===== src/rtl/wishbone_xbar.sv =====
// wishbone_xbar: 2-master x 3-slave Wishbone classic crossbar with per-slave fixed-priority arbitration
module wishbone_xbar #(
    parameter int                ADDR_W    = 32,
    parameter int                DATA_W    = 32,
    parameter logic [ADDR_W-1:0] ROM_BASE  = 32'h0000_0000,
    parameter logic [ADDR_W-1:0] ROM_MASK  = 32'hC000_0000,
    parameter logic [ADDR_W-1:0] UART_BASE = 32'h4000_0000,
    parameter logic [ADDR_W-1:0] UART_MASK = 32'hC000_0000,
    parameter logic [ADDR_W-1:0] RAM_BASE  = 32'h8000_0000,
    parameter logic [ADDR_W-1:0] RAM_MASK  = 32'hC000_0000,
    localparam int               SEL_W     = DATA_W / 8
) (
    input  logic              clk,
    input  logic              rst_n,
    input  logic [ADDR_W-1:0] m0_adr,
    input  logic [DATA_W-1:0] m0_dat_w,
    input  logic [SEL_W-1:0]  m0_sel,
    input  logic              m0_we,
    input  logic              m0_stb,
    input  logic              m0_cyc,
    output logic [DATA_W-1:0] m0_dat_r,
    output logic              m0_ack,
    input  logic [ADDR_W-1:0] m1_adr,
    input  logic [DATA_W-1:0] m1_dat_w,
    input  logic [SEL_W-1:0]  m1_sel,
    input  logic              m1_we,
    input  logic              m1_stb,
    input  logic              m1_cyc,
    output logic [DATA_W-1:0] m1_dat_r,
    output logic              m1_ack,
    output logic [ADDR_W-1:0] rom_adr,
    output logic [DATA_W-1:0] rom_dat_w,
    output logic [SEL_W-1:0]  rom_sel,
    output logic              rom_we,
    output logic              rom_stb,
    output logic              rom_cyc,
    input  logic [DATA_W-1:0] rom_dat_r,
    input  logic              rom_ack,
    output logic [ADDR_W-1:0] ram_adr,
    output logic [DATA_W-1:0] ram_dat_w,
    output logic [SEL_W-1:0]  ram_sel,
    output logic              ram_we,
    output logic              ram_stb,
    output logic              ram_cyc,
    input  logic [DATA_W-1:0] ram_dat_r,
    input  logic              ram_ack,
    output logic [ADDR_W-1:0] uart_adr,
    output logic [DATA_W-1:0] uart_dat_w,
    output logic [SEL_W-1:0]  uart_sel,
    output logic              uart_we,
    output logic              uart_stb,
    output logic              uart_cyc,
    input  logic [DATA_W-1:0] uart_dat_r,
    input  logic              uart_ack
);
    typedef enum logic [1:0] {G_IDLE, G_M0, G_M1} grant_e;

    // Slave index: 0 ROM, 1 RAM, 2 UART, 3 unmapped
    logic [1:0][ADDR_W-1:0] m_adr;
    logic [1:0][DATA_W-1:0] m_dat_w, m_dat_r;
    logic [1:0][SEL_W-1:0]  m_sel;
    logic [1:0]             m_we, m_stb, m_cyc, m_ack, req, err_d, err_q;
    logic [1:0][1:0]        tgt;
    logic [2:0][ADDR_W-1:0] s_adr;
    logic [2:0][DATA_W-1:0] s_dat_w, s_dat_r;
    logic [2:0][SEL_W-1:0]  s_sel;
    logic [2:0]             s_we, s_stb, s_cyc, s_ack, s_en, s_m;
    grant_e                 grant_d [3];
    grant_e                 grant_q [3];

    assign m_adr   = {m1_adr, m0_adr};
    assign m_dat_w = {m1_dat_w, m0_dat_w};
    assign m_sel   = {m1_sel, m0_sel};
    assign m_we    = {m1_we, m0_we};
    assign m_stb   = {m1_stb, m0_stb};
    assign m_cyc   = {m1_cyc, m0_cyc};
    assign {m1_dat_r, m0_dat_r} = m_dat_r;
    assign {m1_ack, m0_ack}     = m_ack;
    assign s_dat_r = {uart_dat_r, ram_dat_r, rom_dat_r};
    assign s_ack   = {uart_ack, ram_ack, rom_ack};
    assign {rom_adr, rom_dat_w, rom_sel, rom_we, rom_stb, rom_cyc} =
           {s_adr[0], s_dat_w[0], s_sel[0], s_we[0], s_stb[0], s_cyc[0]};
    assign {ram_adr, ram_dat_w, ram_sel, ram_we, ram_stb, ram_cyc} =
           {s_adr[1], s_dat_w[1], s_sel[1], s_we[1], s_stb[1], s_cyc[1]};
    assign {uart_adr, uart_dat_w, uart_sel, uart_we, uart_stb, uart_cyc} =
           {s_adr[2], s_dat_w[2], s_sel[2], s_we[2], s_stb[2], s_cyc[2]};

    function automatic logic [1:0] decode(input logic [ADDR_W-1:0] a);
        return ((a & ROM_MASK) == ROM_BASE)   ? 2'd0 :
               ((a & RAM_MASK) == RAM_BASE)   ? 2'd1 :
               ((a & UART_MASK) == UART_BASE) ? 2'd2 : 2'd3;
    endfunction

    // Decode targets; unmapped strobes get a one-cycle ack pulse from the crossbar
    always_comb begin
        for (int m = 0; m < 2; m++) begin
            tgt[m]   = decode(m_adr[m]);
            req[m]   = m_cyc[m] & m_stb[m];
            err_d[m] = req[m] && tgt[m] == 2'd3 && !err_q[m];
        end
    end

    // Idle slaves grant m0 before m1; an owned slave is held until its owner drops cyc
    always_comb begin
        for (int s = 0; s < 3; s++) begin
            grant_d[s] = (grant_q[s] == G_IDLE) ?
                             ((req[0] && tgt[0] == 2'(s)) ? G_M0 :
                              (req[1] && tgt[1] == 2'(s)) ? G_M1 : G_IDLE) :
                         (grant_q[s] == G_M0) ? (m_cyc[0] ? G_M0 : G_IDLE) :
                                                (m_cyc[1] ? G_M1 : G_IDLE);
        end
    end

    // Grant and unmapped-ack registers; reset idles every slave port immediately
    always_ff @(posedge clk or negedge rst_n) begin
        if (!rst_n) begin
            for (int s = 0; s < 3; s++) grant_q[s] <= G_IDLE;
            err_q <= '0;
        end else begin
            grant_q <= grant_d;
            err_q   <= err_d;
        end
    end

    // Drive each slave from its owning master, or hold it quiet when idle
    always_comb begin
        for (int s = 0; s < 3; s++) begin
            s_en[s]    = grant_q[s] != G_IDLE;
            s_m[s]     = grant_q[s] == G_M1;
            s_adr[s]   = s_en[s] ? m_adr[s_m[s]]   : '0;
            s_dat_w[s] = s_en[s] ? m_dat_w[s_m[s]] : '0;
            s_sel[s]   = s_en[s] ? m_sel[s_m[s]]   : '0;
            s_we[s]    = s_en[s] & m_we[s_m[s]];
            s_stb[s]   = s_en[s] & m_stb[s_m[s]];
            s_cyc[s]   = s_en[s] & m_cyc[s_m[s]];
        end
    end

    // Return ack/data only from the master's current target, and only if it owns that slave
    always_comb begin
        for (int m = 0; m < 2; m++) begin
            m_ack[m]   = err_q[m];
            m_dat_r[m] = '0;
            for (int s = 0; s < 3; s++) begin
                if (tgt[m] == 2'(s) && grant_q[s] == (m == 0 ? G_M0 : G_M1)) begin
                    m_ack[m]   = s_ack[s];
                    m_dat_r[m] = s_dat_r[s];
                end
            end
        end
    end
endmodule


===== config.mk =====
export PLATFORM = sky130hd
export DESIGN_NAME = wishbone_xbar
export DESIGN_NICKNAME = d
export VERILOG_FILES = /design/src/rtl/wishbone_xbar.sv
export SDC_FILE = /design/constraint.sdc
export NUM_CORES = 1
export LEC_CHECK = 0
export BUFFER_PORTS_ARGS = -buffer_cell sky130_fd_sc_hd__buf_4
export CORE_AREA = 3 3 202 204
export DETAILED_ROUTE_END_ITERATION = 10
export DIE_AREA = 0 0 205 207
export PLACE_DENSITY = 0.41
export SLEW_MARGIN = 20
export SYNTH_ARGS = -nofsm -noshare
export SYNTH_HDL_FRONTEND = slang
export SYNTH_SLANG_ARGS = --single-unit
export TNS_END_PERCENT = 50

===== constraint.sdc =====
create_clock -name clk -period 2.3 [get_ports clk]
set_clock_uncertainty 0.2 [all_clocks]
set_input_delay 0.23 -clock clk [delete_from_list [all_inputs] [get_ports clk]]
set_output_delay 0.23 -clock clk [all_outputs]
set_load 0.005 [all_outputs]

==> flow_metrics.env <==
export IMPL_arrival_ps=1870
export IMPL_drive_above_1_share=0.523
export IMPL_drv_cap=0
export IMPL_peakVddDrop_mv=0.290
export IMPL_finalWirelength_microns=32900
export IMPL_dr_pass1_iters=7
export IMPL_worstRegToRegCells=3
export IMPL_synthXorXnorAreaFrac=0
export IMPL_ys_ff_latch=8
export IMPL_nNetsFinal=1336
export IMPL_report_final_slew_viol_count=0
export IMPL_fmax_ghz=0.434
export IMPL_synth_simple_area_share=0.186
export IMPL_setup_viol=1
export IMPL_syn_num_nets=862
export IMPL_die_h_microns=207
export IMPL_grt_max_degree=80
export IMPL_finalHoldViolations=0
export IMPL_clock_latency_ps=230
export IMPL_rows=73
export IMPL_netlist_instances=619
export IMPL_first_iter_violations=679
export IMPL_hold_slack_ps=88.8
export IMPL_syn_area_per_cell_sq_um=6.37
export IMPL_p_total_mw=4.08
export IMPL_hpwl_microns=26500
export IMPL_slew_headroom=0.569
export IMPL_grt_pass1_wl_microns=46000
export IMPL_cp_data_required_time_ps=1870
export IMPL_worst_slew_pin_slew_ps=647
export IMPL_vias_per_cell=4.48
export IMPL_grt_pass1_vias=7066
export IMPL_num_io_pins=522
export IMPL_grt_setup_unrepaired="yes"
export IMPL_cts_sinks=8
export IMPL_antenna_found_initial=2
export IMPL_crit_type="flop to primary output"
export IMPL_cts_root_buf="clkbuf_16"
export IMPL_clk_pin_slew_worst_paths_ps=40
export IMPL_vias=7239
export IMPL_synth_area_leaders="a22o_1 (32%), a222oi_1 (16%), nand2_1 (13%)"
export IMPL_ant_nets=0
export IMPL_hold_class="input port to flop"
export IMPL_h_tree_depth=1
export IMPL_synth_compound_area_frac=0.593
export IMPL_fin_setup_tns_ps=-2.73
export IMPL_cts_buffer_depth=2
export IMPL_dieArea_sq_um=42400
export IMPL_p_leak_nw=4.55
export IMPL_period_share=1.00
export IMPL_fin_area_sq_um=8720
export IMPL_tritoncts="yes"
export IMPL_layout_common_cells="buf_4 (539), a22o_1 (145), nand2_1 (140), o21ai_0 (70), inv_1 (66)"
export IMPL_die_width_microns=205
export IMPL_synth_top_family_by_area="compound AO/OA/AOI/OAI gates"
export IMPL_endpoint_kind="primary output"
export IMPL_ys_types=24
export IMPL_muxShareOfSynthArea=0.00508
export IMPL_whs_endpoint="grant_q[5]"
export IMPL_placed_cell_area_sq_um=8560
export IMPL_place_gp_congestion=0.806
export IMPL_fin_ws_ps=-2.73
export IMPL_drcViolationCount=0
export IMPL_synth_adder_area_share=0
export IMPL_initial_core_util=0.0999
export IMPL_portBuffers=521
export IMPL_ys_warn_count=0
export IMPL_mostFrequentLayoutCell="buf_4"
export IMPL_holdPathStages=2
export IMPL_synth_seq_area_share=0.0508
export IMPL_syn_area_sq_um=3940
export IMPL_power_density_nw_per_um2=468
export IMPL_yosysTopAreaCellShare=0.322
export IMPL_coreArea_sq_um=39500
export IMPL_area_growth_pct=121
export IMPL_diodes=0
export IMPL_regToRegEndpoint="grant_q[3]"
export IMPL_synth_top_area_cell="a22o_1"
export IMPL_status="complete, but fails checks"
export IMPL_reg2reg_slack_ps=740
export IMPL_cts_inserted_buffers=3
export IMPL_r2r_start="grant_q[2]"
export IMPL_track_usage=0.138
export IMPL_cp_start_kind="flop"
export IMPL_wl_per_cell_microns=20.4
export IMPL_hp_start="m1_cyc"
export IMPL_cp_max_fo=13
export IMPL_violations="setup timing"
export IMPL_final_core_util=0.221
export IMPL_finalCriticalPeriod_ps=2300
export IMPL_grt_overflow_total=0
==> worst max-delay path, cell delays in order (launching register included) <==
cell	delay (ps)
dfrtp_4	490
nor4b_4	170
buf_12	160
a222oi_1	580
inv_1	80
buf_4	150
==> state kept, by name, summed over array words and instances (netlist names) <==
signal	flops
err_q	2
grant_q	6
==> cell usage after synthesis <==
cell / count
a22o_1: 145
nand2_1: 140
o21ai_0: 70
inv_1: 66
a222oi_1: 64
clkbuf_1: 39
buf_2: 29
buf_1: 9
dfrtp_1: 8
nor2b_1: 8
buf_4: 6
nor2_1: 5
nor4bb_1: 4
a311oi_1: 3
a31oi_1: 3
buf_6: 3
nor3_1: 3
o21a_1: 3
a21oi_1: 2
mux2i_1: 2
nand3b_1: 2
nand4_1: 2
nor4b_4: 2
or3b_2: 1
==> logic make-up after synthesis <==
group,Yosys count
DFF,8
and+or+nand+nor,167
buffers and inverters,152
muxes,2
AOI/OAI and AO/OA,290
==> metal layers <==
| layer | wire length, microns | global-route usage | part of all wire | up-vias |
|---|---|---|---|---|
| met5 | 13 | 0 | 0.00040 | - |
| met4 | 741 | 0.0337 | 0.023 | 2 |
| met3 | 3090 | 0.0332 | 0.094 | 33 |
| met2 | 16600 | 0.252 | 0.50 | 443 |
| met1 | 12500 | 0.161 | 0.38 | 3446 |
| li1 | - | - | - | 3315 |
==> where the power goes <==
group / internal [mW] / switching (mW)
clock: 0.224 / 0.0644
sequential: 0.167 / 0.0413
combinational: 1.87 / 1.72
total: 2.26 / 1.82
==> metrics by stage <==
step           setup slack, ps  instances
2_1_floorplan              549        619
3_3_place_gp               217       1606
3_5_place_dp               248       1606
4_1_cts                   9.87       1610
5_1_grt                  -23.8       1616
6_report                 -2.73       1616
==> worst max path at each step <==
stage / from / depth (start not counted) / end / slack, ps
detailed placement: grant_q[4] / 5 / m0_dat_r[15] / 250
floorplan: grant_q[4] / 6 / m1_dat_r[26] / 550
CTS: grant_q[4] / 5 / m0_dat_r[15] / 10
global placement: grant_q[4] / 5 / m0_dat_r[15] / 220
finish: grant_q[4] / 5 / m0_dat_r[15] / -3
global route: grant_q[4] / 5 / m0_dat_r[15] / -20
==> layout make-up <==
| type | instances | area, sq um |
|---|---|---|
| fillers | 4478 | 30700 |
| repair buffers | 555 | 4360 |
| multi-input cells | 459 | 3170 |
| well taps | 525 | 657 |
| inverters | 66 | 248 |
| flip-flops and latches | 8 | 208 |
| clock buffers | 3 | 75.1 |
==> what timing repair did <==
action                     4_1_cts  5_1_grt
setup buffers                    0        5
hold endpoints to repair         8        0
gates resized for setup          0        1
hold buffers                     1        0
pin swaps                        1        4
cloned                           0        1
setup endpoints to repair        1        1
Power figures use the tool's default switching activity.
